### src/rtl/rnbip_pkg.sv
// Shared definitions for the 3-stage core pipeline sequencer.
// Latency: n/a (types and constants only).
// Backpressure: n/a.
//
// Holds the sequencer state encoding, the NOP opcode loaded by bubbles and
// the opcode field positions used by the read/execute stages.
package rnbip_pkg;

  typedef enum logic [1:0] {
    RUN    = 2'd0,
    DRAIN  = 2'd1,
    HALTED = 2'd2,
    STEP   = 2'd3
  } seq_state_e;

  localparam logic [7:0] NOP_OC = 8'h00;

  // Opcode fields: RS = register select, AF = ALU function.
  localparam int RS_LSB = 0;
  localparam int RS_MSB = 2;
  localparam int AF_LSB = 4;
  localparam int AF_MSB = 7;

  function automatic logic [2:0] oc_rs(input logic [7:0] oc);
    return oc[RS_MSB:RS_LSB];
  endfunction

endpackage

### src/rtl/sat_counter.sv
// Saturating up-counter with synchronous clear.
// Latency: count visible one edge after inc/clr.
// Backpressure: none; holds at all-ones, clr wins over inc.
//
// Ports: clk, rst (async active-high), inc, clr, cnt[W-1:0].
module sat_counter #(
  parameter int W = 16
) (
  input  logic         clk,
  input  logic         rst,
  input  logic         inc,
  input  logic         clr,
  output logic [W-1:0] cnt
);

  logic [W-1:0] cnt_q;
  logic [W-1:0] cnt_d;

  always_comb begin
    cnt_d = cnt_q;
    if (clr) begin
      cnt_d = '0;
    end else if (inc && (cnt_q != '1)) begin
      cnt_d = cnt_q + W'(1);
    end
  end

  always_ff @(posedge clk or posedge rst) begin
    if (rst) begin
      cnt_q <= '0;
    end else begin
      cnt_q <= cnt_d;
    end
  end

  assign cnt = cnt_q;

endmodule

### src/rtl/pipe_hazard_ctrl.sv
// Pipeline sequencer: load-use stall, branch flush, debug halt/step, perf counters.
// Latency: strobes are combinational in the current cycle; state/counters update on the next edge.
// Backpressure: hazard stalls fetch/read for one cycle; halt drains DRAIN_CYCLES edges before halt_ack.
//
// Ports: clk, rst; l_pc, e_ld/e_dst_r0/e_dst_rn/e_rs (execute), r_src_r0/r_src_rn/r_rs (read);
// dbg_halt_req, dbg_step, cnt_clr; outputs pc_en, hold_r, bubble_r, bubble_e, halt_ack,
// state, stall_cnt, flush_cnt.
module pipe_hazard_ctrl
  import rnbip_pkg::*;
#(
  parameter int CNT_W        = 16,
  parameter int DRAIN_CYCLES = 2
) (
  input  logic             clk,
  input  logic             rst,
  input  logic             l_pc,
  input  logic             e_ld,
  input  logic             e_dst_r0,
  input  logic             e_dst_rn,
  input  logic [2:0]       e_rs,
  input  logic             r_src_r0,
  input  logic             r_src_rn,
  input  logic [2:0]       r_rs,
  input  logic             dbg_halt_req,
  input  logic             dbg_step,
  input  logic             cnt_clr,
  output logic             pc_en,
  output logic             hold_r,
  output logic             bubble_r,
  output logic             bubble_e,
  output logic             halt_ack,
  output logic [1:0]       state,
  output logic [CNT_W-1:0] stall_cnt,
  output logic [CNT_W-1:0] flush_cnt
);

  localparam int DW = (DRAIN_CYCLES < 1) ? 1 : $clog2(DRAIN_CYCLES + 1);

  seq_state_e    state_q, state_d;
  logic [DW-1:0] drain_q, drain_d;
  logic [DW-1:0] drain_inc;
  logic          haz;
  logic          stall_inc;
  logic          flush_inc;

  // Load-use: the execute instruction's DM load lands too late for the
  // read-stage consumer of the same register.
  assign haz = e_ld & ((e_dst_r0 & r_src_r0) |
                       (e_dst_rn & r_src_rn & (e_rs == r_rs)));

  assign drain_inc = drain_q + DW'(1);

  always_comb begin
    state_d = state_q;
    drain_d = drain_q;
    unique case (state_q)
      RUN: begin
        if (dbg_halt_req) begin
          state_d = DRAIN;
          drain_d = '0;
        end
      end
      DRAIN: begin
        if (!dbg_halt_req) begin
          state_d = RUN;
          drain_d = '0;
        end else if (l_pc) begin
          // Squashed instructions refill the pipe, so the drain restarts.
          drain_d = '0;
        end else if (!haz) begin
          // A stall cycle moves nothing forward, so the count freezes.
          if (drain_inc == DW'(DRAIN_CYCLES)) begin
            state_d = HALTED;
            drain_d = '0;
          end else begin
            drain_d = drain_inc;
          end
        end
      end
      HALTED: begin
        if (!dbg_halt_req) begin
          state_d = RUN;
        end else if (dbg_step) begin
          state_d = STEP;
        end
      end
      STEP: begin
        drain_d = '0;
        state_d = dbg_halt_req ? DRAIN : RUN;
      end
      default: begin
        state_d = RUN;
        drain_d = '0;
      end
    endcase
  end

  // Strobe priority: reset > flush > hazard > per-state defaults.
  always_comb begin
    pc_en    = 1'b0;
    hold_r   = 1'b0;
    bubble_r = 1'b0;
    bubble_e = 1'b0;
    halt_ack = 1'b0;
    unique case (state_q)
      RUN:     pc_en = 1'b1;
      DRAIN:   bubble_r = 1'b1;
      HALTED: begin
        bubble_r = 1'b1;
        bubble_e = 1'b1;
        halt_ack = 1'b1;
      end
      STEP:    pc_en = 1'b1;
      default: pc_en = 1'b0;
    endcase
    if (haz) begin
      pc_en    = 1'b0;
      hold_r   = 1'b1;
      bubble_r = 1'b0;
      bubble_e = 1'b1;
    end
    if (l_pc) begin
      // The PC load path wins inside the PC, so no increment here.
      pc_en    = 1'b0;
      hold_r   = 1'b0;
      bubble_r = 1'b1;
      bubble_e = 1'b1;
    end
    if (rst) begin
      pc_en    = 1'b0;
      hold_r   = 1'b0;
      bubble_r = 1'b1;
      bubble_e = 1'b1;
      halt_ack = 1'b0;
    end
  end

  always_ff @(posedge clk or posedge rst) begin
    if (rst) begin
      state_q <= RUN;
      drain_q <= '0;
    end else begin
      state_q <= state_d;
      drain_q <= drain_d;
    end
  end

  assign state = state_q;

  assign stall_inc = haz & ~l_pc & (state_q != HALTED);
  assign flush_inc = l_pc & (state_q != HALTED);

  sat_counter #(.W(CNT_W)) u_stall_cnt (
    .clk (clk),
    .rst (rst),
    .inc (stall_inc),
    .clr (cnt_clr),
    .cnt (stall_cnt)
  );

  sat_counter #(.W(CNT_W)) u_flush_cnt (
    .clk (clk),
    .rst (rst),
    .inc (flush_inc),
    .clr (cnt_clr),
    .cnt (flush_cnt)
  );

endmodule

### config.mk
export PLATFORM = sky130hd
export DESIGN_NAME = pipe_hazard_ctrl
export DESIGN_NICKNAME = d
export VERILOG_FILES = /design/src/rtl/rnbip_pkg.sv /design/src/rtl/sat_counter.sv /design/src/rtl/pipe_hazard_ctrl.sv
export SDC_FILE = /design/constraint.sdc
export NUM_CORES = 1
export LEC_CHECK = 0
export BUFFER_PORTS_ARGS = -buffer_cell sky130_fd_sc_hd__buf_2
export CORE_MARGIN = 4
export CORE_UTILIZATION = 49
export DETAILED_ROUTE_END_ITERATION = 10
export PLACE_DENSITY = 0.74
export SLEW_MARGIN = 40
export SYNTH_ARGS = -nofsm -noshare
export SYNTH_HDL_FRONTEND = slang
export SYNTH_HIERARCHICAL = 1
export SYNTH_SLANG_ARGS = --single-unit
### constraint.sdc
create_clock -name clk -period 6.1 [get_ports clk]
set_input_delay 0.305 -clock clk [delete_from_list [all_inputs] [get_ports clk]]
set_output_delay 0.305 -clock clk [all_outputs]
set_load 0.005 [all_outputs]
### After elaboration in Yosys (flattened, before gate mapping)

Cells that the tools add are included.

* add/subtract/negate cells: 3
* equal/unequal tests: 14
* mux-type cells: 35
* bitwise operators: 9
* reductions and logical operators: 10

Operators by type and width (count)
* 2-to-1 mux 16 bit: 4
* adder 16 x 1 -> 16 bit, second input constant: 2
* != test 16 bit, second input constant: 2
* 2-to-1 mux 2 bit: 12
* 2-to-1 mux 1 bit: 17
* != test 3 bit, second input constant: 4
* case mux 2 bit (4 select lines): 1
* AND 1 bit: 7
* == test 2 bit, second input constant: 3
* case mux 2 bit (3 select lines): 1
* AND reduction 5 bit: 1
* != test 2 bit, second input constant: 2
* != test 4 bit, second input constant: 1
* nonzero test 2 bit: 2
* OR reduction 2 bit: 2
* == test 3 bit: 1
* AND reduction 3 bit: 1
* nonzero test 3 bit: 1
* adder 2 x 1 -> 2 bit, second input constant: 1
* == test 2 x 1 -> 1 bit, second input constant: 1
* logical AND 1 bit: 2
* logical NOT 2 bit: 1
* inverter 1 bit: 1
* bitwise OR 1 bit: 1

* flip-flop bits (word level): 36

### Longest topological paths before layout

Gate-level depths: netlist of run 1.

* depth in word-level cells: 9
* mapped depth: 8
* depth with buffers taken out: 7

### Hierarchy

The synthesis of run 1 kept the hierarchy.

Modules (own cells, without submodules)
* sat_counter: instances 2, cells an instance 101, area an instance 932.1 µm², seq. area each 400.4 µm²
* pipe_hazard_ctrl: instances 1, cells an instance 52, area an instance 409.1 µm², seq. area each 100.1 µm²

### Worst setup path after synthesis of run 1

No wires, ideal clock.

* path kind: input to register
* start: input r_rs[2]
* end: register u_stall_cnt.cnt_q[13] (netlist: u_stall_cnt/cnt[13])
* arrival: 2.413 ns
* path slack: 3.609 ns
* cell stages on the path: 8
* cell sequence: xor2_1 o41a_1 nor3_1 clkbuf_2 nand3_1 or4_4 or4_1 a21oi_1

* cells in the longest elaborated chain, start to end: 8

Ends and longest elaborated chain
* start: declaration: line pipe_hazard_ctrl.sv:23 `input logic [2:0] r_rs,`
* == test 3 bit: line pipe_hazard_ctrl.sv:49 `(e_dst_rn & r_src_rn & (e_rs == r_rs)));`
* AND 1 bit: line pipe_hazard_ctrl.sv:49
* bitwise OR 1 bit: line pipe_hazard_ctrl.sv:48 `assign haz = e_ld & ((e_dst_r0 & r_src_r0) |`
* AND 1 bit: line pipe_hazard_ctrl.sv:48
* AND 1 bit (2 in a row): line pipe_hazard_ctrl.sv:150 `assign stall_inc = haz & ~l_pc & (state_q != HALTED);`
* net stall_inc: line pipe_hazard_ctrl.sv:43 `logic stall_inc;`
* logical AND 1 bit: line sat_counter.sv:23 `end else if (inc && (cnt_q != '1)) begin`
* nonzero test 2 bit (no line)
* end signal: assignment: line sat_counter.sv:32 `cnt_q <= cnt_d;`
* end: declaration: line sat_counter.sv:16 `logic [W-1:0] cnt_q;`

The timed path passes the listed nets, and every way through them passes these cells.
A chain may end at the register's enable or synchronous reset.

### Worst setup path after layout of run 1

* start: register state_q[0] (netlist: state[0])
* end: register u_flush_cnt.cnt_q[13] (netlist: u_flush_cnt/cnt[13])

* cells in the longest elaborated chain, start to end: 4

Ends and longest elaborated chain
* start: declaration: line pipe_hazard_ctrl.sv:39 `seq_state_e state_q, state_d;`
* start signal: assignment: line pipe_hazard_ctrl.sv:143 `state_q <= state_d;`
* != test 2 bit: line pipe_hazard_ctrl.sv:151 `assign flush_inc = l_pc & (state_q != HALTED);`
* AND 1 bit: line pipe_hazard_ctrl.sv:151
* net flush_inc: line pipe_hazard_ctrl.sv:44 `logic flush_inc;`
* logical AND 1 bit: line sat_counter.sv:23
* nonzero test 2 bit (no line)
* end signal: assignment: line sat_counter.sv:32
* end: declaration: line sat_counter.sv:16

The timed path passes the listed nets, and every way through them passes these cells.

==> flow_summary_export.csv, run 1 <==
group,metric,value,unit
timing,slew_viol_final,0,
clock_tree,htreeDepth,2,
die,start_util,0.5150,
logic_synthesis,ys.flop_type,"dfrtp_1",
finish,final_common_cell,"buf_2",
logic_synthesis,ys_async_sr_fraction,1.000,
route,vias,2236,
critical_path,start_kind,"flip-flop",
logic_synthesis,ys_ff_latch,36,
logic_synthesis,synth_fp_nets,277,
timing,relSlewSlack,0.4786,
logic_synthesis,synth_area,2273,sq um
timing,fmax,357.0,MHz
critical_path,cpMaxStageDelayCell,"or4_4",
clock_tree,cts_tree,"yes",
die,die_w,76.12,um
route,drtIter0Drc,170,
critical_path,path_cells,"inv_1 > ha_1 > nor2b_1 > nand3_1 > or4_4 > or4_1 > a21oi_1",
critical_path,cp.arrival,3.01,ns
clock_tree,clock_sinks,36,
timing,finalHoldViolations,0,
logic_synthesis,yosysSeqAreaShare,0.3963,
timing,tns,0,ns
critical_path,critPathMaxStageDelay,0.53,ns
logic_synthesis,synth_cell_types,39,
die,die_area,5793,sq um
power_and_ir_drop,ir_drop,203.6,uV
placed_design,dpl_cell_area,2564,sq um
die,die_h,76.12,um
placed_design,placement.io_buffers,55,
placed_design,gp_congestion,0.8333,
die,coreArea,4414,sq um
power_and_ir_drop,p_per_area,220.5,nW/um^2
critical_path,worstSetupPathType,"reg2reg",
logic_synthesis,syn_inst,254,
global_routing,grt_pass1_vias,2075,
clock_tree,clk_latency,0.29,ns
finish,nets,332,
flow_run,max-cap-violations,0,
timing,tightest_slew,0.7750,ns
clock_tree,cts_buffers,5,
timing,setup_viol,0,
critical_path,path_max_fanout,8,
finish,final_cell_mix,"buf_2 (55), dfrtp_1 (36), a21oi_1 (25)",
route,viasPerCell,6.177,
finish,drive_above_1_share,0.2484,
min_path,min_path_type,"in2reg",
finish,antenna_cells,0,
finish,final_area,2686,sq um
critical_path,worstPathBufferInverterCount,1,
global_routing,overflow,0,
critical_path,critPathRequiredTime,6.31,ns
route,dr.pass1.iters,5,
timing,rsz0062_at_grt,"no",
clock_tree,cts_max_path_buffers,2,
global_routing,grt_max_degree,39,
power_and_ir_drop,p_leak,1.174,nW
route,routed_wl,5525,um
finish,syn_to_final_growth,18.16,%
critical_path,end_kind,"flip-flop",
die,fp-row-count,24,
outcome,status,"finished, final reports clean",
clock_tree,clkTransAtPathRegs,0.07,ns
logic_synthesis,synth_edf_count,0,
global_routing,grt_use_total,0.1921,
route,ant_nets,0,
critical_path,critical_path.top_delay_family,"simple AND/OR/NAND/NOR gates",
die,num_io_pins,56,
route,drc,0,
route,wl_per_cell,15.26,um
global_routing,grt_first_pass_wirelength,9515,um
timing,finalClockSkew,0.007100,ns
clock_tree,cts_root_buf,"clkbuf_8",
logic_synthesis,syn_avg_cell_area,8.951,sq um
timing,period_minus_slack,2.801,ns
global_routing,grt_antenna_before_repair,0,
logic_synthesis,yosysWarnings,6,
timing,fin_crit_sh,0.4592,
placed_design,place_hpwl,3994,um
## report_power, final
part           internal, mW  switching [mW]  leakage, nW  total (mW)
Sequential            0.250          0.0135        0.498       0.263
Combinational        0.0538          0.0693        0.620       0.123
Clock                 0.121          0.0851       0.0552       0.206
## registers in the layout (all words and copies together), names as in the netlist
name	cells
u_flush_cnt/cnt	16
u_stall_cnt/cnt	16
drain_q	2
state	2
## through the flow
| stage | util | std cells | hold slack, ns | setup slack (ns) | power [mW] |
|---|---|---|---|---|---|
| final | 0.6086 | 362 | 0.3624 | 3.299 | 0.5924 |
| after global routing | 0.6086 | 362 | 0.3706 | 3.146 | 0.6314 |
| after detailed placement | 0.5808 | 353 | 0.2438 | 2.849 | 0.3907 |
| after global placement | 0.5808 | 353 | 0.2467 | 3.036 | 0.3891 |
| after CTS | 0.6074 | 362 | 0.3590 | 3.108 | 0.5974 |
| after floorplan | - | 254 | 0.07108 | 3.609 | 0.3538 |
## per-layer routing
layer,up-vias,part of all wire,GRT usage
met5,-,0,0
met4,0,0.010,0.04371
met3,6,0.054,0.04728
met2,77,0.50,0.3219
met1,1062,0.44,0.2496
li1,1091,-,-
## worst register-to-register path, stage by stage, from the launching register on
cell	delay, ns
dfrtp_1	0.40
inv_1	0.11
ha_1	0.30
nor2b_1	0.50
nand3_1	0.33
or4_4	0.53
or4_1	0.42
a21oi_1	0.15
## cells by family (layout without fill, tap and decap cells)
family / count (synthesis) / in the layout / share of synthesized area
adder cells (fa/ha/maj): 6 / 6 / 0.03302
flip-flops: 36 / 36 / 0.3963
XOR/XNOR: 3 / 3 / 0.01156
AND/OR/NAND/NOR: 126 / 126 / 0.3319
buffers and inverters: 18 / 74 / 0.03853
multiplexers: 8 / 8 / 0.03742
AO/OA/AOI/OAI: 57 / 57 / 0.1513
## path summary, 6_finish.rpt
| check | from | end | slack, ns | depth (start not counted) |
|---|---|---|---|---|
| max | state[0]$_DFFE_PP0P_ | u_flush_cnt/cnt[13]$_DFFE_PP0P_ | 3.30 | 7 |
| min reg2reg | drain_q[1]$_DFFE_PP0P_ | drain_q[1]$_DFFE_PP0P_ | 0.55 | 1 |
| max in group asynchronous | rst | u_flush_cnt/cnt[2]$_DFFE_PP0P_ | 4.99 | 3 |
| min | dbg_halt_req | state[1]$_DFFE_PP0P_ | 0.36 | 3 |
| min in group asynchronous | rst | state[0]$_DFFE_PP0P_ | 0.49 | 3 |
| max reg2reg | state[0]$_DFFE_PP0P_ | u_flush_cnt/cnt[13]$_DFFE_PP0P_ | 3.30 | 7 |
## cells in the mapped netlist, types with 3 or more instances
library cell | count | area share
o41ai_1 | 4 | 0.015
o21ai_0 | 11 | 0.024
nor4_1 | 7 | 0.019
o31ai_1 | 10 | 0.033
nand2b_1 | 5 | 0.014
or3_1 | 12 | 0.033
nand3_1 | 17 | 0.037
mux2i_1 | 4 | 0.018
nand4_1 | 9 | 0.025
or4_1 | 12 | 0.040
xor2_1 | 3 | 0.012
nor3_1 | 10 | 0.022
nor2b_1 | 9 | 0.025
inv_1 | 10 | 0.017
dfrtp_1 | 36 | 0.40
nand2_1 | 19 | 0.031
ha_1 | 6 | 0.033
a21oi_1 | 25 | 0.055
mux2_2 | 4 | 0.020
nor2_1 | 10 | 0.017
## cell type report
cell class	count	area, sq um
fillers	403	1728
multi-input cells	200	1290
flip-flops and latches	36	900.9
repair buffers	56	285.3
clock buffers	6	72.57
well taps	52	65.06
inverters	10	37.54
clock inverters	2	35.03
## repair_timing
item	4_1_cts	5_1_grt
hold endpoints to repair	4	0
hold buffers	1	0
buffers inserted	0	0
gates resized for setup	0	0
(Power assumes the default switching activity.)
==> run 2, diff against run 1 <==
- CORE_UTILIZATION: 49 -> 48
- PLACE_DENSITY: 0.74 -> 0.76
- clock period: 6.1 -> 2.5 ns (I/O delays scaled with it)
==> flow_summary_export.csv, run 2 (same netlist as run 1, synthesis figures left out) <==
group,metric,value,unit
route,drt-met1-wl,2516,um
global_routing,grt_first_pass_wirelength,9894,um
critical_path,start_kind,"flip-flop",
critical_path,rrSetupSlack,0.22,ns
finish,drive_above_1_share,0.2658,
critical_path,path_max_fanout,7,
finish,antenna_cells,0,
finish,nets,338,
flow_run,max-cap-violations,0,
power_and_ir_drop,p_switching,0.4234,mW
finish,syn_to_final_growth,20.31,%
die,coreArea,4474,sq um
timing,finalHoldViolations,0,
route,viasPerCell,6.043,
critical_path,startpoint,"state[0]$_DFFE_PP0P_",
power_and_ir_drop,p_per_area,535.4,nW/um^2
die,die_h,76.82,um
route,met3_length,287,um
critical_path,critPathRequiredTime,2.71,ns
route,routed_wl,5474,um
route,drc,0,
timing,tns,0,ns
global_routing,grt_max_degree,39,
clock_tree,clk_latency,0.29,ns
route,dr.pass1.iters,4,
die,die_w,76.82,um
min_path,min_path_type,"in2reg",
route,vias,2224,
timing,slew_viol_final,0,
clock_tree,clock_sinks,36,
placed_design,gp_congestion,0.8309,
clock_tree,cts_buffers,5,
timing,setup_viol,0,
timing,finalClockSkew,0.005539,ns
placed_design,placement.io_buffers,55,
global_routing,grt_pass1_vias,2113,
finish,regArea,900.9,sq um
outcome,status,"finished, final reports clean",
die,fp-row-count,24,
power_and_ir_drop,power.share.clock,0.352,
timing,relSlewSlack,0.5535,
global_routing,grt_use_total,0.2000,
finish,multiInputGateArea,1290,sq um
route,dr_wl_met2,2597,um
placed_design,place_hpwl,4011,um
die,start_util,0.5081,
timing,period_minus_slack,2.276,ns
power_and_ir_drop,p_int,1.041,mW
clock_tree,cts_root_buf,"clkbuf_8",
timing,fmax,439.4,MHz
clock_tree,cts_max_path_buffers,2,
global_routing,overflow,0,
finish,final_common_cell,"buf_2",
timing,rsz0062_at_grt,"no",
clock_tree,htreeDepth,2,
clock_tree,cts_tree,"yes",
power_and_ir_drop,ir_drop,349.4,uV
route,wl_per_cell,14.88,um
global_routing,grt_antenna_before_repair,0,
power_and_ir_drop,switching_share,0.2891,
critical_path,r2r-start,"state[0]$_DFFE_PP0P_",
timing,fin_crit_sh,0.9103,
die,die_area,5901,sq um
finish,n_fill_cell,391,
die,num_io_pins,56,
finish,final_cell_mix,"buf_2 (55), dfrtp_1 (36), a21oi_1 (25)",
power_and_ir_drop,p_seq_frac,0.438,
power_and_ir_drop,p_comb_frac,0.210,
min_path,hp-start,"dbg_halt_req",
critical_path,end_kind,"flip-flop",
critical_path,cp.arrival,2.48,ns
route,ant_nets,0,
timing,finalHoldWorstSlack,0.1797,ns
timing,tightest_slew,0.6697,ns
power_and_ir_drop,p_leak,1.201,nW
critical_path,worstSetupPathType,"reg2reg",
route,drtIter0Drc,179,
route,top_layer_used,"met4",
clock_tree,clkTransAtPathRegs,0.08,ns
==> run 2: cell count changes in the layout (fill, tap and decap cells not counted), sizes merged <==
cell and change:
buf +6, clkbuf -1, clkinvlp +1
==> run 2: area by class of cell <==
| type | count | share of cell area |
|---|---|---|
| Inverter | 10 | 0.01372 |
| Tap cell | 52 | 0.02379 |
| Sequential cell | 36 | 0.3294 |
| Timing Repair Buffer | 62 | 0.1208 |
| Clock inverter | 3 | 0.01555 |
| Clock buffer | 5 | 0.02516 |
| Multi-Input combinational cell | 200 | 0.4716 |
==> run 2: path summary, 6_finish.rpt <==
path,end,cells after the start
worst max-delay path,u_stall_cnt/cnt[13]$_DFFE_PP0P_,7
worst min-delay path,state[1]$_DFFE_PP0P_,3
worst max register to register,u_stall_cnt/cnt[13]$_DFFE_PP0P_,7
worst min register to register,drain_q[1]$_DFFE_PP0P_,1
max in group asynchronous,u_flush_cnt/cnt[11]$_DFFE_PP0P_,3
min in group asynchronous,state[1]$_DFFE_PP0P_,3
==> run 2: timing repair <==
action | in CTS | in global routing
resized for setup | 0 | 1
buffers inserted | 0 | 0
setup endpoints to repair | 0 | 1
hold buffers | 1 | 0
endpoints found under the hold margin | 36 | 0
==> run 2: power by group through the flow <==
stage / combinational (mW) / sequential (mW) / clock (mW)
floorplan: 0.215 / 0.649 / 0
global placement: 0.304 / 0.650 / 0
detailed placement: 0.309 / 0.653 / 0
CTS: 0.311 / 0.642 / 0.524
global route: 0.357 / 0.648 / 0.556
finish: 0.308 / 0.641 / 0.516
==> run 2: per-layer routing <==
layer / vias to the layer above / GRT usage
met5: - / 0
li1: 1095 / -
met4: 0 / 0.05978
met3: 9 / 0.04450
met2: 62 / 0.3214
met1: 1058 / 0.2685
==> run 2: through the flow <==
| step | power (mW) | cell area, sq um | util | instances | worst slack [ns] |
|---|---|---|---|---|---|
| 6_report | 1.464 | 2735 | 0.6113 | 368 | 0.2243 |
| 3_3_place_gp | 0.9537 | 2609 | 0.5831 | 359 | 0.1759 |
| 5_1_grt | 1.561 | 2735 | 0.6113 | 368 | 0.07301 |
| 3_5_place_dp | 0.9622 | 2609 | 0.5831 | 359 | 0.09504 |
| 2_1_floorplan | 0.8632 | 2273 | - | 254 | 0.1889 |
| 4_1_cts | 1.478 | 2730 | 0.6102 | 368 | 0.1209 |
==> run 2: critical path, stage by stage (launching register included) <==
cell	delay [ns]
dfrtp_1	0.39
inv_1	0.10
ha_1	0.28
nor3_2	0.22
nand3_1	0.15
or4_4	0.47
or4_1	0.42
a21oi_1	0.16
==> run 3, diff against run 2 <==
- ABC_AREA: not set -> 1
- CORE_UTILIZATION: 48 -> 50
- PLACE_DENSITY: 0.76 -> 0.77
==> flow_summary_export.csv, run 3 <==
group,metric,value,unit
critical_path,critPathMaxStageDelay,0.50,ns
critical_path,worstSetupPathType,"reg2reg",
timing,finalHoldViolations,0,
power_and_ir_drop,ir_drop,308.7,uV
die,start_util,0.5138,
die,die_h,80.22,um
logic_synthesis,synth_fp_nets,415,
finish,final_cell_mix,"nand2_1 (152), buf_2 (55), inv_1 (46)",
finish,stdcell_count,521,
critical_path,r2r_cells,8,
critical_path,critPathRequiredTime,2.68,ns
timing,fin_crit_sh,0.8259,
timing,tns,0,ns
critical_path,cp.arrival,2.24,ns
finish,drive_above_1_share,0.1929,
global_routing,grt_use_total,0.2031,
timing,tightest_slew,0.6428,ns
route,ant_nets,0,
finish,antenna_cells,0,
global_routing,grt_first_pass_wirelength,10470,um
clock_tree,cts_tree,"yes",
placed_design,dpl_cell_area,2938,sq um
global_routing,overflow,0,
global_routing,grt_pass1_vias,2429,
logic_synthesis,syn_avg_cell_area,6.652,sq um
critical_path,worstSetupEndpoint,"u_stall_cnt/cnt[0]$_DFFE_PP0P_",
timing,period_minus_slack,2.065,ns
finish,final_common_cell,"nand2_1",
timing,relSlewSlack,0.5710,
die,die_w,80.22,um
die,fp-row-count,26,
route,wl_per_cell,11.99,um
power_and_ir_drop,total_power,1.409,mW
logic_synthesis,yosys-top-cells-area,"dfrtp_1 (35%), nand2_1 (22%), inv_1 (6.6%)",
logic_synthesis,yosysTopAreaCell,"dfrtp_1",
clock_tree,htreeDepth,2,
finish,syn_to_final_growth,16.41,%
logic_synthesis,syn_inst,392,
critical_path,rrSetupSlack,0.44,ns
logic_synthesis,synth_top_area_share,0.3455,
die,coreArea,5075,sq um
die,num_io_pins,56,
clock_tree,clk_latency,0.29,ns
finish,nets,473,
global_routing,grt_antenna_before_repair,0,
route,drc,0,
critical_path,cpMaxStageDelayCell,"nor2_2",
flow_run,max-cap-violations,0,
route,dr.pass1.iters,4,
route,drtIter0Drc,105,
critical_path,cp.depth,8,
logic_synthesis,ys_async_sr_fraction,1.000,
clock_tree,cts_max_path_buffers,2,
placed_design,placement.io_buffers,55,
logic_synthesis,synth_edf_count,0,
logic_synthesis,yosysMostFrequentCell,"nand2_1",
clock_tree,cts_root_buf,"clkbuf_8",
timing,finalClockSkew,0.009642,ns
power_and_ir_drop,p_per_area,464.2,nW/um^2
timing,rsz0062_at_grt,"no",
timing,slew_viol_final,0,
route,viasPerCell,5.084,
clock_tree,cts_buffers,5,
critical_path,critical_path.top_delay_family,"simple AND/OR/NAND/NOR gates",
outcome,status,"finished, final reports clean",
critical_path,path_cells,"inv_1 > ha_1 > nor3_1 > inv_1 > nor2_2 > nor2_4 > nand2_1 > nand2_1",
finish,n_fill_cell,506,
timing,setup_viol,0,
logic_synthesis,ys.flop_type,"dfrtp_1",
timing,fmax,484.3,MHz
placed_design,gp_congestion,0.8888,
min_path,min_path_type,"in2reg",
logic_synthesis,yosysWarnings,6,
finish,final_area,3035,sq um
critical_path,end_kind,"flip-flop",
logic_synthesis,synth_area,2608,sq um
logic_synthesis,netlist_top_cells_count,"nand2_1 (152), inv_1 (46), nor2_1 (39)",
power_and_ir_drop,p_leak,1.753,nW
critical_path,r2r-end,"u_stall_cnt/cnt[0]$_DFFE_PP0P_",
global_routing,grt_max_degree,17,
critical_path,startpoint,"state[0]$_DFFE_PP0P_",
logic_synthesis,synth_cell_types,26,
critical_path,path_max_fanout,14,
logic_synthesis,ys_ff_latch,36,
clock_tree,clock_sinks,36,
placed_design,dp_cells,512,
die,die_area,6434,sq um
clock_tree,clkTransAtPathRegs,0.08,ns
placed_design,place_hpwl,4703,um
critical_path,worstPathBufferInverterCount,2,
clock_tree,cts.repair.resized,0,
route,routed_wl,6247,um
route,vias,2649,
logic_synthesis,yosysSeqAreaShare,0.3455,
critical_path,start_kind,"flip-flop",
critical_path,r2r-start,"state[0]$_DFFE_PP0P_",
## run 3: cell type report
class / instances / area (sq um) / area share
clock buffer: 5 / 68.82 / 0.02267
timing repair buffer: 57 / 292.8 / 0.09646
clock inverter: 3 / 18.77 / 0.006183
sequential: 36 / 900.9 / 0.2968
multi-input combinational: 300 / 1479 / 0.4872
tap: 70 / 87.58 / 0.02885
inverter: 50 / 187.7 / 0.06183
## run 3: what timing repair did
action,in CTS,in global routing
endpoints found under the hold margin,36,0
hold buffers,1,0
buffers inserted,0,0
## run 3: where the power goes
part	leakage [nW]	switching [mW]	internal, mW	total, mW
clock network	0.0479	0.220	0.194	0.414
registers	0.499	0.0333	0.610	0.643
logic	1.21	0.219	0.132	0.352
## run 3: cell families after synthesis
group                    share of synthesized area
AND/OR/NAND/NOR                             0.4923
buffers and inverters                      0.08734
flip-flops                                  0.3455
AO/OA/AOI/OAI                              0.01919
XOR/XNOR                                   0.02687
adder cells (fa/ha/maj)                    0.02879
## run 3: worst register-to-register path, stage by stage, from the launching register on
cell and delay [ns]:
dfrtp_1 0.40, inv_1 0.09, ha_1 0.25, nor3_1 0.25
inv_1 0.13, nor2_2 0.50, nor2_4 0.17, nand2_1 0.10
nand2_1 0.06
## run 3: layer usage
metal,vias up,routed length [um],track usage
met3,10,332,0.03812
met1,1217,2708,0.2479
met2,75,3107,0.3576
li1,1347,-,-
met4,0,98,0.06588
met5,-,0,0
## run 3: per-stage QoR
| stage | hold WS, ns | worst slack (ns) | utilization |
|---|---|---|---|
| floorplan | -0.1089 | 0.8336 | - |
| global placement | 0.07705 | 0.5456 | 0.5789 |
| detailed placement | 0.08201 | 0.4445 | 0.5789 |
| CTS | 0.2130 | 0.4376 | 0.5981 |
| global route | 0.2445 | 0.2382 | 0.5981 |
| finish | 0.2207 | 0.4354 | 0.5981 |
## run 3: worst min-delay path by stage
stage / startpoint / cells after the start / end / slack [ns]
finish: l_pc / 4 / drain_q[0]$_DFFE_PP0P_ / 0.22
global route: dbg_halt_req / 5 / state[1]$_DFFE_PP0P_ / 0.24
CTS: l_pc / 4 / drain_q[0]$_DFFE_PP0P_ / 0.21
detailed placement: rst / 2 / drain_q[1]$_DFFE_PP0P_ / 0.08
global placement: rst / 2 / drain_q[0]$_DFFE_PP0P_ / 0.08
floorplan: rst / 1 / drain_q[0]$_DFFE_PP0P_ / -0.11
